<file path="src/rtl/mem_arb_pkg.sv">
// Shared types and constants for the two-port RAM arbiter (mem_arbiter).
package mem_arb_pkg;

  typedef enum logic [1:0] {
    IDLE   = 2'd0,
    ACCESS = 2'd1,
    WAIT   = 2'd2,
    RESP   = 2'd3
  } state_t;

  localparam logic PORT_CPU = 1'b0;
  localparam logic PORT_DBG = 1'b1;

endpackage

</file>
<file path="src/rtl/mem_arbiter_rr_arb2.sv">
// Two-way round-robin winner selection. The port that did not win last time
// takes priority when both ports request.
module rr_arb2
  import mem_arb_pkg::*;
(
  input  logic [1:0] req,
  input  logic       last_grant,
  output logic       valid,
  output logic       winner
);

  always_comb begin
    valid  = |req;
    winner = PORT_CPU;
    if (req == 2'b11) begin
      winner = ~last_grant;
    end else if (req[PORT_DBG]) begin
      winner = PORT_DBG;
    end
  end

endmodule

</file>
<file path="src/rtl/mem_arbiter.sv">
// Shares one single-port RAM between the CPU (port 0) and a debug/loader master
// (port 1). Optional grant lock is compiled in with `define MEM_ARB_LOCK_EN.
module mem_arbiter
  import mem_arb_pkg::*;
#(
  parameter int ADDR_W = 32,
  parameter int DATA_W = 32,
  parameter int RD_LAT = 1
) (
  input  logic              clk,
  input  logic              reset,
  input  logic [1:0]        req_i,
  input  logic [1:0]        we_i,
  input  logic [ADDR_W-1:0] addr0_i,
  input  logic [ADDR_W-1:0] addr1_i,
  input  logic [DATA_W-1:0] wdata0_i,
  input  logic [DATA_W-1:0] wdata1_i,
  output logic [1:0]        ack_o,
  output logic [DATA_W-1:0] rdata_o,
  input  logic [1:0]        lock_i,
  output logic              ram_we_o,
  output logic [ADDR_W-1:0] ram_addr_o,
  output logic [DATA_W-1:0] ram_data_o,
  input  logic [DATA_W-1:0] ram_data_i,
  output state_t            dbg_state_o
);

  // Handshake: a master raises req_i[p] with we/addr/wdata stable and holds it
  // until ack_o[p] pulses for one cycle; the request fields are captured when
  // granted, and dropping req after capture does not cancel the access.

  state_t              state_q, state_d;
  logic                winner_q, winner_d;
  logic                last_grant_q, last_grant_d;
  logic                we_q, we_d;
  logic [ADDR_W-1:0]   addr_q, addr_d;
  logic [DATA_W-1:0]   wdata_q, wdata_d;
  logic [DATA_W-1:0]   rdata_q, rdata_d;
  logic [1:0]          cnt_q, cnt_d;
  logic                arb_valid, arb_winner;
  logic                cap_en, cap_port;

  rr_arb2 u_rr_arb2 (
    .req        (req_i),
    .last_grant (last_grant_q),
    .valid      (arb_valid),
    .winner     (arb_winner)
  );

`ifndef MEM_ARB_LOCK_EN
  logic unused_lock;
  assign unused_lock = ^lock_i;
`endif

  always_ff @(posedge clk or posedge reset) begin
    if (reset) begin
      state_q      <= IDLE;
      winner_q     <= PORT_CPU;
      last_grant_q <= PORT_DBG;
      we_q         <= 1'b0;
      addr_q       <= '0;
      wdata_q      <= '0;
      rdata_q      <= '0;
      cnt_q        <= '0;
    end else begin
      state_q      <= state_d;
      winner_q     <= winner_d;
      last_grant_q <= last_grant_d;
      we_q         <= we_d;
      addr_q       <= addr_d;
      wdata_q      <= wdata_d;
      rdata_q      <= rdata_d;
      cnt_q        <= cnt_d;
    end
  end

  always_comb begin
    state_d      = state_q;
    winner_d     = winner_q;
    last_grant_d = last_grant_q;
    we_d         = we_q;
    addr_d       = addr_q;
    wdata_d      = wdata_q;
    rdata_d      = rdata_q;
    cnt_d        = cnt_q;
    ack_o        = 2'b00;
    cap_en       = 1'b0;
    cap_port     = arb_winner;

    case (state_q)
      IDLE: begin
        if (arb_valid) begin
          cap_en  = 1'b1;
          state_d = ACCESS;
        end
      end
      ACCESS: begin
        cnt_d   = 2'(RD_LAT - 1);
        state_d = (RD_LAT == 1) ? RESP : WAIT;
      end
      WAIT: begin
        cnt_d = cnt_q - 2'd1;
        if (cnt_q <= 2'd1) state_d = RESP;
      end
      RESP: begin
        ack_o        = (winner_q == PORT_DBG) ? 2'b10 : 2'b01;
        last_grant_d = winner_q;
        if (!we_q) rdata_d = ram_data_i;
        state_d      = IDLE;
`ifdef MEM_ARB_LOCK_EN
        // A locked master keeps the RAM: its next request is captured here,
        // skipping IDLE and the round-robin decision.
        if (lock_i[winner_q] && req_i[winner_q]) begin
          cap_en   = 1'b1;
          cap_port = winner_q;
          state_d  = ACCESS;
        end
`endif
      end
      default: state_d = IDLE;
    endcase

    if (cap_en) begin
      winner_d = cap_port;
      we_d     = we_i[cap_port];
      addr_d   = (cap_port == PORT_DBG) ? addr1_i : addr0_i;
      wdata_d  = (cap_port == PORT_DBG) ? wdata1_i : wdata0_i;
    end
  end

  // Read data is forwarded straight from the RAM in the ack cycle, else held.
  assign rdata_o     = (state_q == RESP && !we_q) ? ram_data_i : rdata_q;
  assign ram_we_o    = (state_q == ACCESS) && we_q;
  assign ram_addr_o  = addr_q;
  assign ram_data_o  = wdata_q;
  assign dbg_state_o = state_q;

endmodule

</file>
<file path="config.mk">
export PLATFORM = sky130hd
export DESIGN_NAME = mem_arbiter
export DESIGN_NICKNAME = d
export VERILOG_FILES = /design/src/rtl/mem_arb_pkg.sv /design/src/rtl/mem_arbiter_rr_arb2.sv /design/src/rtl/mem_arbiter.sv
export SDC_FILE = /design/constraint.sdc
export NUM_CORES = 1
export LEC_CHECK = 0
export ABC_CLOCK_PERIOD_IN_PS = 5100
export BUFFER_PORTS_ARGS = -buffer_cell sky130_fd_sc_hd__buf_2
export CAP_MARGIN = 20
export CELL_PAD_IN_SITES_DETAIL_PLACEMENT = 1
export CELL_PAD_IN_SITES_GLOBAL_PLACEMENT = 1
export CORE_ASPECT_RATIO = 0.75
export CORE_UTILIZATION = 30
export CTS_CLUSTER_DIAMETER = 30
export CTS_CLUSTER_SIZE = 30
export DETAILED_ROUTE_END_ITERATION = 8
export PLACE_DENSITY_LB_ADDON = 0.1
export SLEW_MARGIN = 30
export SYNTH_ARGS = -nofsm -noshare
export SYNTH_HDL_FRONTEND = slang
export SYNTH_SLANG_ARGS = --single-unit
</file>
<file path="constraint.sdc">
create_clock -name clk -period 5.1 [get_ports clk]
set_input_delay 1.275 -clock clk [delete_from_list [all_inputs] [get_ports clk]]
set_output_delay 1.275 -clock clk [all_outputs]
set_load 0.02 [all_outputs]
</file>
* After elaboration in Yosys (flattened, before gate mapping)
Cells that the tools add are included.
** Operators by class
- Add/sub/neg operators :: 1
- Order comparisons :: 2
- Eq/ne operators :: 6
- Multiplexer cells :: 15
- Bitwise gates (word level) :: 2
- Reductions and logical operators :: 8
** Operators with widths (count)
- 32-bit two-way mux :: 3
- 2-bit two-way mux :: 4
- 2-bit one-hot mux with 4 select lines :: 1
- 2-bit equality test (second input constant) :: 3
- 1-bit two-way mux :: 6
- 2-bit inequality test (second input constant) :: 2
- 2-bit one-hot mux with 2 select lines :: 1
- 2-bit AND reduction :: 2
- 2-bit by 1-bit equality test with 1-bit output (second input constant) :: 1
- 2-bit by 1-bit less-or-equal comparator with 1-bit output (second input constant) :: 1
- 1-bit logical AND :: 2
- 2-bit logical NOT :: 1
- 1-bit by 2-bit less-than comparator with 1-bit output (second input constant) :: 1
- 1-bit NOT :: 2
- 2-bit nonzero test :: 1
- 2-bit OR reduction :: 1
- 2-bit by 1-bit subtractor with 2-bit output (second input constant) :: 1
- 1-bit logical NOT :: 1
** Storage, ports and cells
- Register bits after elaboration :: 103
- Input port bits :: 168

* Longest topological paths before layout
Gate-level depths: netlist of the first run.
- Depth in word-level cells :: 4
- Depth in mapped cells :: 7

* Modules after synthesis
Synthesis of the first run repeated with hierarchy kept, for this count alone.
** Second synthesis, totals
- Cells, all modules :: 385
- Area, all modules :: 4715.8 um2
** By module, submodules not included
- mem_arbiter :: instances 1, cells each 383, area each 4702.0 um2
- rr_arb2 :: instances 1, cells each 2, area each 13.8 um2

* Least setup slack after synthesis of the first run
OpenSTA, ideal clock, no wires.
- Path kind :: input to output
- From :: input port ram_data_i[0]
- To :: output port rdata_o[0]
- Arrival time :: 1643 ps
- Setup slack :: 2182 ps
- Stages on the path :: 1
- Path buffers :: 0
- Cell sequence :: mux2_1
** On the way
- Longest elaborated chain between the ends :: 1
** RTL lines
- start, declared :: line mem_arbiter.sv:24 : input logic [DATA_W-1:0] ram_data_i,
- 32-bit two-way mux :: line mem_arbiter.sv:132 : assign rdata_o = (state_q == RESP && !we_q) ? ram_data_i : rdata_q;
- end, declared :: line mem_arbiter.sv:19 : output logic [DATA_W-1:0] rdata_o,
No other way between the ends.

* Worst setup path in the final report of the first run
- From :: register state_q[1], in the netlist dbg_state_o[1]
- To :: output port rdata_o[16]
** On the way
- Longest elaborated chain between the ends :: 3
** RTL lines
- start, declared :: line mem_arbiter.sv:32 : state_t state_q, state_d;
- start signal, assigned :: line mem_arbiter.sv:66 : state_q <= state_d;
- 2-bit equality test :: line mem_arbiter.sv:132
- 1-bit logical AND :: line mem_arbiter.sv:132
- 32-bit two-way mux :: line mem_arbiter.sv:132
No other way between the ends.

==> flow_summary.json, run 1 <==
{
  "run_status": "completed",
  "relSlewSlack": 0.422,
  "final_antenna_net_count": 0,
  "gp_congestion": 0.738,
  "arrival_ns": 2.11,
  "worst_slack_ns": 1.72,
  "grt_max_degree": 70,
  "tightest_slew_ns": 0.863,
  "hold_violations": 0,
  "hold_class": "flop to flop",
  "min_to": "rdata_q[23]$_DFFE_PP0N_",
  "worstReg2RegStart": "dbg_state_o[0]$_DFFE_PP0P_",
  "netlist_area_um2": 4470,
  "die_area_um2": 15400,
  "whs_path_depth": 1,
  "post-cts-setup-buffers": 0,
  "drt_iter0_drc": 150,
  "drc": 0,
  "synthArstFlopShare": 1.00,
  "grt_pass1_vias": 4538,
  "max_cap_violations": 0,
  "wire_per_inst_um": 16.2,
  "pre_cts_ws_ns": 1.97,
  "fin_nets": 881,
  "antenna_found_initial": 0,
  "track_usage": 0.197,
  "timing.final.crit_share": 0.663,
  "yosys.area.top_type": "dfrtp_1",
  "netlist_top_cells_count": "a21oi_1, dfrtp_1, nand2_1, nor2_1, mux2_1",
  "drt_first_pass_iters": 4,
  "setup_viol": 0,
  "drive_gt1_frac": 0.418,
  "multi_input_comb_area_um2": 1720,
  "max_freq_ghz": 0.296,
  "r2r_slack_ns": 2.84,
  "rr_worst_depth": 6,
  "whs_ns": 0.484,
  "drt_wl_total_um": 14800,
  "fin_cells": 913,
  "vias": 4289,
  "power.density_nw_per_um2": 671,
  "cp-start-kind": "flop",
  "path_clk_slew_ns": 0.07,
  "root_buffer": "clkbuf_16",
  "setup_tns_ns": 0,
  "nFillCells": 1749,
  "syn_to_final_growth_pct": 40.7,
  "p_total_mw": 4.22,
  "netlist_instances": 456,
  "register_area_um2": 2580,
  "dp_hpwl_um": 10800,
  "synth.most_common_cell": "a21oi_1",
  "worstPathRequired_ns": 3.83,
  "finish.utilization": 0.434,
  "fin_area_um2": 6290,
  "cts_tree": "done",
  "clk_latency_ns": 0.35,
  "cp_max_fo": 32,
  "core_um2": 14500,
  "timing.rr.end": "ram_data_o[21]$_DFFE_PP0P_",
  "ys_ff_latch": 103,
  "period_needed_ns": 3.38,
  "pin_count": 269,
  "synthTopCellsByArea": "dfrtp_1, a21oi_1, mux2_1",
  "yosys_warnings": 0,
  "hp-start": "rdata_q[23]$_DFFE_PP0N_",
  "diodes": 0,
  "synth_edf_count": 0,
  "post_cts_resized": 0,
  "overflow": 0,
  "clockBufferDepth": 2,
  "die_h_um": 108,
  "irDropWorstVdd_mv": 0.267,
  "vias_per_cell": 4.70,
  "floorplan.initialDensity": 0.308,
  "fp-row-count": 38,
  "synth_cell_types": 24,
  "ys.flop_type": "dfrtp_1",
  "grt_pass1_wl_um": 23100,
  "crit_start": "dbg_state_o[1]$_DFFE_PP0P_",
  "portBuffers": 266,
  "clkSinkCount": 103,
  "skew_ns": 0.00505,
  "path_class": "flop to output port",
  "dp.cells": 897,
  "crit_path_end_kind": "output port",
  "p_leak_nw": 3.16,
  "cts_buffers": 9,
  "seq_area_frac_synth": 0.577,
  "place_area_um2": 5950,
  "yosysTopAreaCellShare": 0.571,
  "drv_slew": 0,
  "cts_hold_buf": 0,
  "synth_area_per_cell_um2": 9.81,
  "rsz0062_at_grt": "no",
  "htree_levels": 3,
  "synth_nets": 629,
  "die_width_um": 143
}
## worst max-delay path by stage
stage,to,depth (start not counted)
after floorplan,cnt_q[0]$_DFFE_PP0P_,1
after global placement,rdata_o[13],3
after detailed placement,rdata_o[8],3
after CTS,rdata_o[8],5
after global routing,rdata_o[15],5
final,rdata_o[16],5
## routing by layer
metal / GRT usage / share of wire / up-vias
met3: 0.0654 / 0.078 / 16
li1: - / - / 2029
met1: 0.232 / 0.41 / 2095
met5: 0 / 0 / -
met4: 0.0576 / 0.016 / 0
met2: 0.339 / 0.49 / 149
## cell type report
cell class / instances / area share
well taps: 200 / 0.0398
multi-input cells: 316 / 0.274
repair buffers: 273 / 0.220
inverters: 5 / 0.00378
clock inverters: 6 / 0.0147
flip-flops and latches: 103 / 0.410
clock buffers: 10 / 0.0380
## registers in the layout (all words and copies together), names as in the netlist
register and count:
rdata_q 32, we_q 1, winner_q 1, ram_addr_o 32, cnt_q 2, dbg_state_o 2
ram_data_o 32, last_grant_q 1
## worst max-delay path, cell delays in order (launching register included)
cell and delay (ns):
dfrtp_1 0.43, ha_1 0.27, nand2b_1 0.10, buf_4 0.37, mux2_1 0.40, buf_2 0.17
## cells in the final DEF, fill, tap and decap left out, types with 3 or more instances in the layout
| cell type | Yosys | routed |
|---|---|---|
| a21oi_1 | 130 | 130 |
| buf_2 | 18 | 266 |
| buf_4 | 9 | 7 |
| clkbuf_16 | 0 | 9 |
| dfrtp_1 | 102 | 102 |
| ha_1 | 5 | 5 |
| inv_1 | 5 | 4 |
| mux2_1 | 31 | 31 |
| mux2_2 | 3 | 3 |
| nand2_1 | 66 | 66 |
| nor2_1 | 66 | 66 |
## kinds of logic (layout without fill, tap and decap cells)
family,Yosys count,in the layout,share of synthesized area
compound gates,138,138,0.159
fa+ha+maj,5,5,0.0140
buf+inv,37,294,0.0436
flops,103,103,0.577
mux,35,35,0.0879
simple gates,138,138,0.119
## power by group
| part | internal (mW) | total (mW) | switching, mW |
|---|---|---|---|
| Sequential | 1.23 | 1.42 | 0.188 |
| Clock | 0.446 | 0.764 | 0.318 |
| Combinational | 0.710 | 2.04 | 1.33 |
| Total | 2.39 | 4.22 | 1.83 |
Power figures use the tool's default switching activity.
==> run 2: changes to the inputs <==
ABC_AREA = 1   (was default)
ABC_CLOCK_PERIOD_IN_PS = 2950   (was 5100)
CORE_UTILIZATION = 28   (was 30)
clock period = 2.95 ns   (was 5.1 ns; I/O delays follow)
==> flow_summary.json, run 2 <==
{
  "final_antenna_net_count": 0,
  "yosys_warnings": 0,
  "synth_simple_gate_area_share": 0.302,
  "floorplan.initialDensity": 0.285,
  "hold_violations": 0,
  "gp_congestion": 0.765,
  "rr_worst_depth": 7,
  "synth_area_per_cell_um2": 7.16,
  "synth_nets": 909,
  "die_width_um": 160,
  "whs_ns": 0.342,
  "tightest_slew_ns": 0.812,
  "drc": 0,
  "worstReg2RegStart": "dbg_state_o[0]$_DFFE_PP0P_",
  "power.density_nw_per_um2": 1040,
  "wire_per_inst_um": 14.4,
  "root_buffer": "clkbuf_16",
  "register_area_um2": 2580,
  "yosysTopAreaCellShare": 0.485,
  "skew_ns": 0.00777,
  "finish.utilization": 0.391,
  "cts_buffers": 9,
  "multi_input_comb_area_um2": 1860,
  "run_status": "completed",
  "nFillCells": 2425,
  "p_leak_nw": 4.53,
  "grt_max_degree": 67,
  "worst_slack_ns": 0.128,
  "fp-row-count": 43,
  "grt_pass1_wl_um": 28200,
  "synthArstFlopShare": 1.00,
  "synthXorXnorAreaFrac": 0,
  "synth_compound_gate_area_share": 0.0352,
  "place_area_um2": 6870,
  "core_um2": 18500,
  "cts_tree": "done",
  "r2r_slack_ns": 0.57,
  "synth_cell_types": 14,
  "path_class": "flop to output port",
  "crit_path_end_kind": "output port",
  "clkSinkCount": 103,
  "vias_per_cell": 4.26,
  "fin_cells": 1236,
  "max_cap_violations": 0,
  "synthAdderAreaFrac": 0.0119,
  "portBuffers": 266,
  "drt_first_pass_iters": 4,
  "htree_levels": 3,
  "pre_cts_ws_ns": 0.395,
  "clk_latency_ns": 0.35,
  "cp-start-kind": "flop",
  "drt_iter0_drc": 212,
  "track_usage": 0.186,
  "antenna_found_initial": 1,
  "path_clk_slew_ns": 0.07,
  "setup_viol": 0,
  "worstPathRequired_ns": 2.21,
  "hold_class": "primary input to async pin",
  "clockBufferDepth": 2,
  "synthTopCellsByArea": "dfrtp_1, nand2_1, nand3_1",
  "final_common_cell": "buf_2",
  "post-cts-setup-buffers": 0,
  "fin_area_um2": 7210,
  "relSlewSlack": 0.457,
  "drv_slew": 0,
  "p_total_mw": 7.52,
  "die_area_um2": 19400,
  "grt_pass1_vias": 5374,
  "syn_to_final_growth_pct": 36.8,
  "period_needed_ns": 2.82,
  "netlist_instances": 736,
  "diodes": 0,
  "fin_nets": 1157,
  "seq_area_frac_synth": 0.490,
  "max_freq_ghz": 0.354,
  "cp_max_fo": 28,
  "synth.most_common_cell": "nand2_1",
  "dp_hpwl_um": 12400,
  "irDropWorstVdd_mv": 0.468,
  "timing.final.crit_share": 0.957,
  "ys_ff_latch": 103,
  "synth_edf_count": 0,
  "drive_gt1_frac": 0.305,
  "netlist_area_um2": 5270,
  "overflow": 0,
  "pin_count": 269,
  "synth_mux_area_frac": 0,
  "ys.flop_type": "dfrtp_1",
  "setup_tns_ns": 0,
  "synth_top_family_by_area": "simple AND/OR/NAND/NOR gates",
  "arrival_ns": 2.08,
  "rsz0062_at_grt": "no",
  "timing.rr.end": "ram_data_o[12]$_DFFE_PP0P_",
  "most-common-layout-cells": "buf_2, nand2_1, inv_1",
  "vias": 5267,
  "die_h_um": 121,
  "netlist_top_cells_count": "nand2_1, inv_1, nand3_1",
  "dp.cells": 1219,
  "drt_wl_total_um": 17700,
  "yosys.area.top_type": "dfrtp_1"
}
==> run 2: cell count changes in the layout (fill, tap and decap cells not counted), moves of 4 or more <==
cell | previous run | this run
a21oi_1 | 130 | 2
buf_12 | 0 | 4
inv_1 | 4 | 170
mux2_1 | 31 | 0
nand2_1 | 66 | 238
nand3_1 | 2 | 134
nor2_1 | 66 | 2
o21ai_0 | 2 | 28
o21ai_1 | 0 | 6
==> run 2: power by group <==
| part | internal (mW) | switching, mW | total (mW) |
|---|---|---|---|
| logic | 1.22 | 2.57 | 3.79 |
| clock network | 0.698 | 0.591 | 1.29 |
| registers | 2.12 | 0.318 | 2.44 |
==> run 2: cells by family after synthesis <==
family	count (synthesis)
adder cells (fa/ha/maj)	5
AO/OA/AOI/OAI	37
buffers and inverters	213
flip-flops	103
AND/OR/NAND/NOR	378
==> run 2: worst max path at each step <==
| stage | from | end | slack (ns) | cells after the start |
|---|---|---|---|---|
| 3_3_place_gp | dbg_state_o[0]$_DFFE_PP0P_ | rdata_o[23] | 0.44 | 6 |
| 2_1_floorplan | dbg_state_o[1]$_DFFE_PP0P_ | rdata_o[0] | 0.41 | 6 |
| 4_1_cts | dbg_state_o[1]$_DFFE_PP0P_ | rdata_o[3] | 0.002 | 6 |
| 3_5_place_dp | dbg_state_o[0]$_DFFE_PP0P_ | rdata_o[3] | 0.40 | 6 |
| 5_1_grt | dbg_state_o[1]$_DFFE_PP0P_ | rdata_o[29] | 0.009 | 6 |
| 6_report | dbg_state_o[0]$_DFFE_PP0P_ | rdata_o[0] | 0.13 | 6 |
==> run 2: area by class of cell <==
type	count	share of cell area
clock inverters	6	0.0106
clock buffers	10	0.0332
inverters	171	0.0896
flip-flops and latches	103	0.358
multi-input cells	420	0.258
well taps	247	0.0429
repair buffers	279	0.208
==> run 2: repair_timing <==
item | in CTS | in global routing
setup endpoints to repair | 0 | 28
resized for setup | 0 | 6
hold buffers | 0 | 0
==> run 2: critical path: stages, from the launching register on <==
cell	delay (ns)
dfrtp_1	0.44
ha_1	0.19
inv_1	0.09
or2_4	0.32
clkbuf_16	0.22
o21ai_0	0.25
buf_2	0.22
==> run 2: layer usage <==
| metal | vias to the layer above | GRT usage | share of wire |
|---|---|---|---|
| li1 | 2684 | - | - |
| met1 | 2437 | 0.245 | 0.48 |
| met2 | 135 | 0.298 | 0.44 |
| met3 | 11 | 0.0580 | 0.071 |
| met4 | 0 | 0.0375 | 0.0085 |
| met5 | - | 0 | 0 |
==> run 3: changes to the inputs <==
CORE_UTILIZATION = 27   (was 28)
SYNTH_HIERARCHICAL = 1   (was default)
==> flow_summary.json, run 3 <==
{
  "p_int_mw": 3.80,
  "pwr-share-comb": 0.511,
  "setup_viol": 0,
  "multi_input_comb_area_um2": 2040,
  "rr_worst_depth": 7,
  "arrival_ns": 1.89,
  "drv_slew": 0,
  "critPathBufInv": 3,
  "cp-start-kind": "flop",
  "overflow": 0,
  "gp_congestion": 0.758,
  "yosysTopAreaCellShare": 0.519,
  "vias_per_cell": 4.32,
  "pin_count": 269,
  "ys.flop_type": "dfrtp_1",
  "grt_pass1_wl_um": 25700,
  "synthArstFlopShare": 1.00,
  "p_leak_nw": 4.11,
  "cts_buffers": 9,
  "dp_hpwl_um": 11700,
  "cpMostUsedCell": "nand2_1",
  "cp.depth": 6,
  "r2r_slack_ns": 1.16,
  "clk_latency_ns": 0.36,
  "drt_first_pass_iters": 4,
  "die_width_um": 158,
  "portBuffers": 266,
  "cp_max_fo": 34,
  "ys_ff_latch": 103,
  "p_clk_frac": 0.160,
  "drive_gt1_frac": 0.324,
  "cts_tree": "done",
  "core_um2": 17700,
  "synth_edf_count": 0,
  "clockBufferDepth": 2,
  "track_usage": 0.175,
  "max_cap_violations": 0,
  "yosys_warnings": 6,
  "hold_violations": 0,
  "grt_pass1_vias": 5188,
  "drc": 0,
  "irDropWorstVdd_mv": 0.417,
  "netlist_instances": 668,
  "run_status": "completed",
  "max_freq_ghz": 0.381,
  "synth.most_common_cell": "nand2_1",
  "slowest_delay_ns": 0.43,
  "syn_to_final_growth_pct": 35.8,
  "p_switching_mw": 3.43,
  "grt_use_met2": 0.287,
  "most-common-layout-cells": "nand2_1, buf_2, dfrtp_1",
  "grt_util_met3": 0.0546,
  "fin_nets": 1090,
  "netlist_top_cells_count": "nand2_1, dfrtp_1, nand3_1",
  "post-cts-setup-buffers": 0,
  "die_h_um": 119,
  "drt_wl_total_um": 16000,
  "htree_levels": 3,
  "synthTopCellsByArea": "dfrtp_1, nand2_1, nand3_1",
  "crit_path_end_kind": "output port",
  "sequentialPowerShare": 0.329,
  "path_class": "flop to output port",
  "floorplan.initialDensity": 0.278,
  "worstPathCellList": "inv_2, nand2_1, buf_4, nand2_1, nand2_1, buf_2",
  "setup_tns_ns": 0,
  "slowest_stage": "inv_2",
  "cts_hold_buf": 0,
  "register_area_um2": 2580,
  "path_clk_slew_ns": 0.07,
  "fin_area_um2": 6680,
  "nFillCells": 2286,
  "swShare": 0.475,
  "grt_max_degree": 67,
  "period_needed_ns": 2.63,
  "place_area_um2": 6400,
  "clkSinkCount": 103,
  "netlist_area_um2": 4910,
  "die_area_um2": 18800,
  "whs_path_depth": 2,
  "vias": 5026,
  "root_buffer": "clkbuf_16",
  "post_cts_resized": 0,
  "grtUsageMet1": 0.216,
  "skew_ns": 0.0113,
  "yosys.area.top_type": "dfrtp_1",
  "power.density_nw_per_um2": 1080,
  "worstPathRequired_ns": 2.21,
  "hold_class": "flop to flop",
  "wire_per_inst_um": 13.8,
  "antenna_found_initial": 1,
  "timing.final.crit_share": 0.890,
  "relSlewSlack": 0.479,
  "synth_cell_types": 16,
  "diodes": 0,
  "synth_nets": 841,
  "rsz0062_at_grt": "no",
  "tightest_slew_ns": 0.781,
  "final_antenna_net_count": 0,
  "fp-row-count": 42,
  "drt_iter0_drc": 183,
  "top_usage_layer": "met2",
  "synth_area_per_cell_um2": 7.36,
  "whs_ns": 0.467,
  "path_delay_family": "buffers and inverters",
  "final_common_cell": "nand2_1",
  "seq_area_frac_synth": 0.525
}
run 3: changes by cell type after synthesis:
cell / delta
a21oi_1: +1
inv_2: +3
nand3_1: -98
nor2_1: -2
o21ai_0: -32
nand2_1: +225
buf_4: +2
inv_1: -161
buf_2: -9
clkbuf_1: -6
buf_6: +9
run 3: kinds of logic (layout without fill, tap and decap cells):
| group | count (synthesis) | count (layout) | synth area share |
|---|---|---|---|
| and+or+nand+nor | 503 | 503 | 0.394 |
| DFF | 103 | 103 | 0.525 |
| buffers and inverters | 51 | 305 | 0.0626 |
| AOI/OAI and AO/OA | 6 | 6 | 0.00611 |
| adders and majority gates | 5 | 5 | 0.0127 |
run 3: tightest hold or removal path, stage by stage, from the launching register on:
cell	delay [ns]
dfrtp_1	0.32
nand2_1	0.05
nand2_1	0.06
run 3: final timing paths:
kind / startpoint / to
min in group asynchronous: reset / ram_addr_o[13]$_DFFE_PP0P_
max in group asynchronous: reset / cnt_q[0]$_DFFE_PP0P_
worst max register to register: dbg_state_o[1]$_DFFE_PP0P_ / ram_addr_o[10]$_DFFE_PP0P_
worst min-delay path: rdata_q[28]$_DFFE_PP0N_ / rdata_q[28]$_DFFE_PP0N_
worst min register to register: rdata_q[28]$_DFFE_PP0N_ / rdata_q[28]$_DFFE_PP0N_
worst max-delay path: we_q$_DFFE_PP0P_ / rdata_o[8]
run 3: per-layer routing:
metal / share of wire / vias up / routed length (um)
met2: 0.47 / 160 / 7450
met4: 0.017 / 2 / 275
met3: 0.079 / 19 / 1270
li1: - / 2518 / -
met5: 0.0010 / - / 16
met1: 0.44 / 2327 / 7010
run 3: cell type report:
cell class | count | area share
inverters | 13 | 0.00825
repair buffers | 276 | 0.213
well taps | 242 | 0.0454
multi-input cells | 514 | 0.306
flip-flops and latches | 103 | 0.386
clock inverters | 7 | 0.00787
clock buffers | 9 | 0.0337
run 3: stage by stage:
| step | setup slack (ns) | power, mW | cells | util |
|---|---|---|---|---|
| 2_1_floorplan | 0.854 | 4.81 | 668 | - |
| 3_5_place_dp | 0.673 | 6.18 | 1148 | 0.361 |
| 5_1_grt | 0.110 | 7.84 | 1164 | 0.377 |
| 3_3_place_gp | 0.589 | 6.07 | 1148 | 0.361 |
| 4_1_cts | 0.274 | 7.39 | 1164 | 0.377 |
| 6_report | 0.324 | 7.24 | 1164 | 0.377 |
run 3: power by group through the flow:
stage	clock network, mW	registers [mW]	logic [mW]
final	1.16	2.38	3.70
after global routing	1.25	2.47	4.11
after CTS	1.21	2.39	3.79
after detailed placement	0	2.41	3.77
after global placement	0	2.38	3.69
after floorplan	0	2.90	1.92
